`src/rtl/bcd_to_bin_seq_pkg.sv`:
```
// bcd_to_bin_seq_pkg: shared FSM state and BCD constants for the BCD-to-binary converter
package bcd_to_bin_seq_pkg;
    typedef enum logic {
        ST_IDLE = 1'b0,
        ST_CONV = 1'b1
    } state_e;
    localparam int         BCD_W         = 4;
    localparam logic [3:0] BCD_DIGIT_MAX = 4'd9;
endpackage

```
`src/rtl/bcd_to_bin_seq_digit_mac.sv`:
```
// bcd_digit_mac: combinational acc*10+d step with non-decimal digit detect
// Ports: acc_i (W) running value, d_i (4) BCD digit, acc_o (W) acc_i*10+d_i truncated, bad_o digit > 9
module bcd_digit_mac
    import bcd_to_bin_seq_pkg::*;
#(
    parameter int W = 7
) (
    input  logic [W-1:0]     acc_i,
    input  logic [BCD_W-1:0] d_i,
    output logic [W-1:0]     acc_o,
    output logic             bad_o
);
    // Shift-add form of *10, formed W+4 bits wide before truncation
    assign acc_o = W'(({4'b0, acc_i} << 3) + ({4'b0, acc_i} << 1) + {{W{1'b0}}, d_i});
    assign bad_o = d_i > BCD_DIGIT_MAX;
endmodule

```
`src/rtl/bcd_to_bin_seq.sv`:
```
// bcd_to_bin_seq: sequential BCD-to-binary converter, one digit per clock, MSB digit first
// Ports: clk, rst (sync, active-high), start/bcd request, busy while converting,
//        done one-cycle pulse, err non-decimal nibble seen, bin converted value
module bcd_to_bin_seq
    import bcd_to_bin_seq_pkg::*;
#(
    parameter int  DIGITS = 2,
    localparam int BIN_W  = $clog2(10**DIGITS)
) (
    input  logic                    clk,
    input  logic                    rst,
    input  logic                    start,
    input  logic [BCD_W*DIGITS-1:0] bcd,
    output logic                    busy,
    output logic                    done,
    output logic                    err,
    output logic [BIN_W-1:0]        bin
);
    localparam int SR_W = BCD_W * DIGITS;
    localparam int CW   = (DIGITS > 1) ? $clog2(DIGITS) : 1;

    state_e            state_q;
    logic [SR_W-1:0]   sr_q;
    logic [BIN_W-1:0]  acc_q, acc_d, bin_q;
    logic [CW-1:0]     cnt_q;
    logic              inv_q, busy_q, done_q, err_q;
    logic              bad_d, inv_d, last_d;

    bcd_digit_mac #(.W(BIN_W)) u_mac (
        .acc_i (acc_q),
        .d_i   (sr_q[SR_W-1 -: BCD_W]),
        .acc_o (acc_d),
        .bad_o (bad_d)
    );

    assign inv_d  = inv_q | bad_d;
    assign last_d = cnt_q == CW'(DIGITS - 1);

    always_ff @(posedge clk) begin
        if (rst) begin
            state_q <= ST_IDLE;
            sr_q    <= '0;
            acc_q   <= '0;
            cnt_q   <= '0;
            inv_q   <= 1'b0;
            busy_q  <= 1'b0;
            done_q  <= 1'b0;
            err_q   <= 1'b0;
            bin_q   <= '0;
        end else begin
            done_q <= 1'b0;
            if (state_q == ST_IDLE) begin
                if (start) begin
                    sr_q    <= bcd;
                    acc_q   <= '0;
                    cnt_q   <= '0;
                    inv_q   <= 1'b0;
                    busy_q  <= 1'b1;
                    state_q <= ST_CONV;
                end
            end else begin
                acc_q <= acc_d;
                inv_q <= inv_d;
                sr_q  <= sr_q << BCD_W;
                cnt_q <= cnt_q + CW'(1);
                if (last_d) begin
                    bin_q   <= inv_d ? '0 : acc_d;
                    err_q   <= inv_d;
                    done_q  <= 1'b1;
                    busy_q  <= 1'b0;
                    state_q <= ST_IDLE;
                end
            end
        end
    end

    assign busy = busy_q;
    assign done = done_q;
    assign err  = err_q;
    assign bin  = bin_q;
endmodule

```
`config.mk`:
```
export PLATFORM = sky130hd
export DESIGN_NAME = bcd_to_bin_seq
export DESIGN_NICKNAME = d
export VERILOG_FILES = /design/src/rtl/bcd_to_bin_seq_pkg.sv /design/src/rtl/bcd_to_bin_seq_digit_mac.sv /design/src/rtl/bcd_to_bin_seq.sv
export SDC_FILE = /design/constraint.sdc
export NUM_CORES = 1
export LEC_CHECK = 0
export ABC_AREA = 1
export CAP_MARGIN = 20
export CORE_MARGIN = 5
export CORE_UTILIZATION = 34
export DETAILED_ROUTE_END_ITERATION = 12
export PLACE_DENSITY = 0.53
export SYNTH_ARGS = -nofsm -noshare
export SYNTH_HDL_FRONTEND = slang
export SYNTH_SLANG_ARGS = --single-unit
```
`constraint.sdc`:
```
create_clock -name clk -period 1.7 [get_ports clk]
set_input_delay 0.34 -clock clk [delete_from_list [all_inputs] [get_ports clk]]
set_output_delay 0.34 -clock clk [all_outputs]
set_load 0.05 [all_outputs]
```
-- Word-level counts from Yosys, hierarchy flattened
Index checks and enable logic that the tools add are counted.
- flip-flop bits (word level): 27
- input bits: 11
- output and inout bits: 10
- word-level logic and storage cells: 37
- add/subtract/negate cells: 3
- $lt $le $gt $ge: 1
- eq/ne operators: 1
- mux-type cells: 15
- bitwise operators: 2
- reduce and logical (&&, ||, !) cells: 5
- operators with widths (operator ; count):
    $mux W8 ; 2
    $mux W6 ; 2
    $mux W1 ; 10
    $add A7 B4 Y7 ; 1
    $add A7 B7 Y7 ; 1
    $mux W7 ; 1
    $gt A4 B4 Y1 const B ; 1
    $reduce_and A2 Y1 ; 2
    $reduce_or A2 Y1 ; 2
    $ne A2 B1 Y1 const B ; 1
    $reduce_bool A2 Y1 ; 1
    $add A1 B1 Y1 const B ; 1
    $not A1 Y1 ; 1
    $or A1 B1 Y1 ; 1

-- Logic depth before layout (Yosys ltp)
- depth in word-level cells: 3
- mapped depth: 10
- gate-level depth less buffers: 10

-- Hierarchy
Synthesis repeated with hierarchy kept, for this count alone.
- cell total of the unflattened synthesis: 167
- area, all modules: 1336.3 um^2
- modules (own cells, without submodules) (module ; instances ; cells an instance ; area each (um^2) ; seq. area each (um^2)):
    bcd_to_bin_seq ; 1 ; 126 ; 1057.3 ; 560.5
    bcd_digit_mac ; 1 ; 41 ; 279.0 ; 0.0

-- Worst setup path before layout
OpenSTA, ideal clock, no wires.
- kind: register to register
- start: register sr_q[7]
- end: register bin_q[6], in the netlist bin[6]
- library setup time: 114 ps
- arrival time: 1736 ps
- data required time: 1586 ps
- path slack: -150 ps
- stages on the path, launching flop included: 9
- buffers on the path: 0
- clock period less this slack: 1850 ps
- path through: dfxtp_1 -> inv_1 -> fa_1 -> fa_1 -> nand3b_1 -> nand2_1 -> nand3_1 -> nand3_1 -> nand2_1
- longest elaborated chain between the ends: 3
- elaborated cells on any way between the ends: 4
- those cells by class: add/sub: 1; order compare: 1; mux: 1; bitwise: 1
- ends and longest elaborated chain (element ; RTL line ; text):
    from (decl) ; bcd_to_bin_seq.sv:23 ; logic [SR_W-1:0] sr_q;
    from (signal assigned) ; bcd_to_bin_seq.sv:64 ; sr_q <= sr_q << BCD_W;
    parallel branches: the longest is 2 deep, another holds $add A7 B4 Y7 ; - ;
    $mux W7 (*) ; bcd_to_bin_seq.sv:67 ; bin_q <= inv_d ? '0 : acc_d;
    to (signal assigned) ; bcd_to_bin_seq.sv:67 ;
    to (decl) ; bcd_to_bin_seq.sv:24 ; logic [BIN_W-1:0] acc_q, acc_d, bin_q;
Mark *: on every way between the ends.
A chain may end at the register's enable or synchronous reset.

-- Worst setup path in the final report
- start: register acc_q[2]
- end: register acc_q[4]
- longest elaborated chain between the ends: 3
- ends and longest elaborated chain (element ; RTL line ; text):
    from (decl) ; bcd_to_bin_seq.sv:24 ;
    from (signal assigned) ; bcd_to_bin_seq.sv:43 ; acc_q <= '0;
    from (signal assigned) ; bcd_to_bin_seq.sv:55 ; acc_q <= '0;
    from (signal assigned) ; bcd_to_bin_seq.sv:62 ; acc_q <= acc_d;
    $add A7 B7 Y7 ; bcd_to_bin_seq_digit_mac.sv:14 ; assign acc_o = W'(({4'b0, acc_i} << 3) + ({4'b0, acc_i} << 1) + {{W{1'b0}}, d_i});
    $add A7 B4 Y7 ; bcd_to_bin_seq_digit_mac.sv:14 ;
    $mux W6 ; bcd_to_bin_seq.sv:52 ; if (state_q == ST_IDLE) begin
No other way between the ends.

==> metrics.cfg <==
[die]
rows=22
die_h_um=71.3
die-width_um=71.3
core_sq_um=3660
start_util_pct=34.9
fp.dieArea_sq_um=5090
pin_count=21

[pwr]
p_switching_mw=0.330
swShare_pct=26.7
p_leak_nw=0.802
power_density_nw_per_um2=732
p_int_mw=0.905
seqPwrFrac_pct=54.4
pwr-share-comb_pct=15.6
p_clk_share_pct=30.0
peakVddDrop_v=0.000506

[layout]
instances_no_fill=247
mostFrequentLayoutCells=42 x nand2_1, 23 x dfxtp_1, 21 x buf_4, 19 x inv_1
drive_gt1_share_pct=26.6
area_delta_synth_final_pct=31.9
final_common_cell=nand2_1
final_core_util_pct=46.1
diodes=0
nNetsFinal=221
n_fill_cell=383

[routing]
drtAntennaViolNets=0
routed-via-count=1135
drcViolationCount=0
avgRoutedWirePerCell_um=11.5
drt_iter0_drc=35
routed_wl_um=2850
via_per_inst=4.60
drtPass1Iterations=4

[clock_network]
postCtsHoldBufs=0
cts_buffers=3
clock-root-buffer=clkbuf_8
clk_pin_slew_worst_paths_ps=100
clock_sinks=27
cts_tree=done
htreeDepth=1
postCtsSetupRepairBufs=0
cts_buffer_depth=2
clock_latency_ps=270

[worst_setup_path]
cp.arrival_ps=2000
endpoint_kind=register
cpMaxStageDelayCell=fa_1
crit_type=register to register
crit_buf_inv=1
worstSetupStartpointType=register
critical_path.top_delay_family=adder cells
worstPathRequired_ps=1910
crit_chain=inv_2, fa_1, fa_2, xnor2_1, nand2_1, a21oi_1
cp_max_fo=2
cp_slowest_stage_delay_ps=510

[global_routing]
grt_pass1_vias=1122
grt_pass1_wl_um=4880
grt_max_degree=17
grtUsageTotal_pct=12.0
overflow=0
antenna_found_initial=0

[run_status]
violations=negative setup slack
status=finished with violations

[yosys]
synth_cell_types=23
synthAdderAreaFrac_pct=11.0
muxShareOfSynthArea_pct=0
synth_warnings=0
synth_compound_area_share_pct=10.2
synth-xor-area-share_pct=0.685
synth_area_per_cell_sq_um=7.66
synthesis.area_sq_um=1280
synthCells=167
synth-seq-cells=27
yosysSeqAreaShare_pct=42.3
yosys.area_share.simple_pct=26.7
synth_top_family_by_area=simple AND/OR/NAND/NOR gates
synth_fp_nets=188

[sta]
slew_violations=0
clock_skew_ps=5.92
fmax_mhz=558
setup_viol=6
finalCriticalPeriod_ps=1790
rsz0062_at_grt=true
slew_headroom_pct=68.7
fin_ws_ps=-91.8
setup_tns_ps=-339
hold_viol=0
period_share_pct=105
worstMarginPinSlew_ps=469

[placement]
gp_congestion=0.749
dp_hpwl_um=2230
dp.cells=243
port-buffer-count=20

[min_path]
min-delay-path-class=register to register

[run]
cap_viol_max_count=0

## metal layers
layer / wire (um) / part of all wire, % / vias to the layer above / track usage [%]
li1: - / - / 597 / -
met1: 1320 / 46 / 517 / 14.2
met2: 1410 / 49 / 17 / 20.9
met3: 95 / 3.3 / 4 / 3.65
met4: 25 / 0.88 / 0 / 3.13
met5: 0 / 0 / - / 0
## layout make-up
| class | count | area, sq um | share of cell area (%) |
|---|---|---|---|
| timing repair buffer | 31 | 258 | 15.3 |
| tap | 48 | 60.1 | 3.56 |
| multi-input combinational | 110 | 672 | 39.8 |
| sequential | 27 | 546 | 32.3 |
| clock inverter | 1 | 7.51 | 0.445 |
| inverter | 27 | 103 | 6.08 |
| clock buffer | 3 | 41.3 | 2.45 |
## registers in the layout, summed over array words and instances, names as in the netlist
| register | flops |
|---|---|
| sr_q | 8 |
| bin | 7 |
| acc_q | 6 |
| busy | 1 |
| cnt_q | 1 |
| done | 1 |
| err | 1 |
| inv_q | 1 |
| state_q | 1 |
## cells in the mapped netlist, drive strengths merged
cell type   n  area, sq um
a211oi      1         7.51
a21oi      13         65.1
a22oi       1         7.51
buf         3         15.0
clkinv      1         5.00
dfxtp      27          541
fa          2         40.0
ha          8          100
inv        26         97.6
nand2      47          184
nand3      17         97.6
nand3b      2         15.0
nor2        8         40.0
nor3        1         5.00
o211ai      2         15.0
o21ai       7         35.0
xnor2       1         8.76
## cells by family (layout without fill, tap and decap cells)
group / after synthesis / in the layout
fa+ha+maj: 10 / 10
buf+inv: 30 / 62
flops: 27 / 27
simple gates: 75 / 75
compound gates: 24 / 24
xor+xnor: 1 / 1
## stage by stage
stage | hold WS, ps | power (mW) | cell area (sq um) | setup slack, ps
after global placement | 442 | 0.866 | 1590 | -55.6
after detailed placement | 449 | 0.869 | 1590 | -110
after floorplan | 424 | 0.791 | 1280 | -7.39
after global routing | 484 | 1.31 | 1690 | -178
final | 459 | 1.23 | 1690 | -91.8
after CTS | 463 | 1.25 | 1660 | -109
## power groups by stage
| stage | combinational, mW | sequential [mW] | clock, mW |
|---|---|---|---|
| CTS | 0.190 | 0.671 | 0.390 |
| global placement | 0.180 | 0.685 | 0 |
| global route | 0.215 | 0.675 | 0.416 |
| finish | 0.192 | 0.672 | 0.370 |
| floorplan | 0.0886 | 0.702 | 0 |
| detailed placement | 0.183 | 0.686 | 0 |
## timing repair
item / 4_1_cts / 5_1_grt
cloned: 0 / 0
gates resized for setup: 9 / 8
setup endpoints to repair: 7 / 7
pin swaps: 6 / 3
## worst paths after layout
| check | slack [ps] | from | end | cells past startpoint |
|---|---|---|---|---|
| setup / recovery | -90 | acc_q[2] | acc_q[4] | 6 |
| hold / removal | 460 | sr_q[3] | sr_q[3] | 2 |
| setup reg to reg | -90 | acc_q[2] | acc_q[4] | 6 |
| hold reg to reg | 460 | sr_q[3] | sr_q[3] | 2 |
## worst register-to-register path, cell delays in order, from the launching register on
cell	delay, ps
dfxtp_2	340
inv_2	40
fa_1	510
fa_2	370
xnor2_1	250
nand2_1	100
a21oi_1	130
Note: power is estimated with default switching activity, not from simulation.
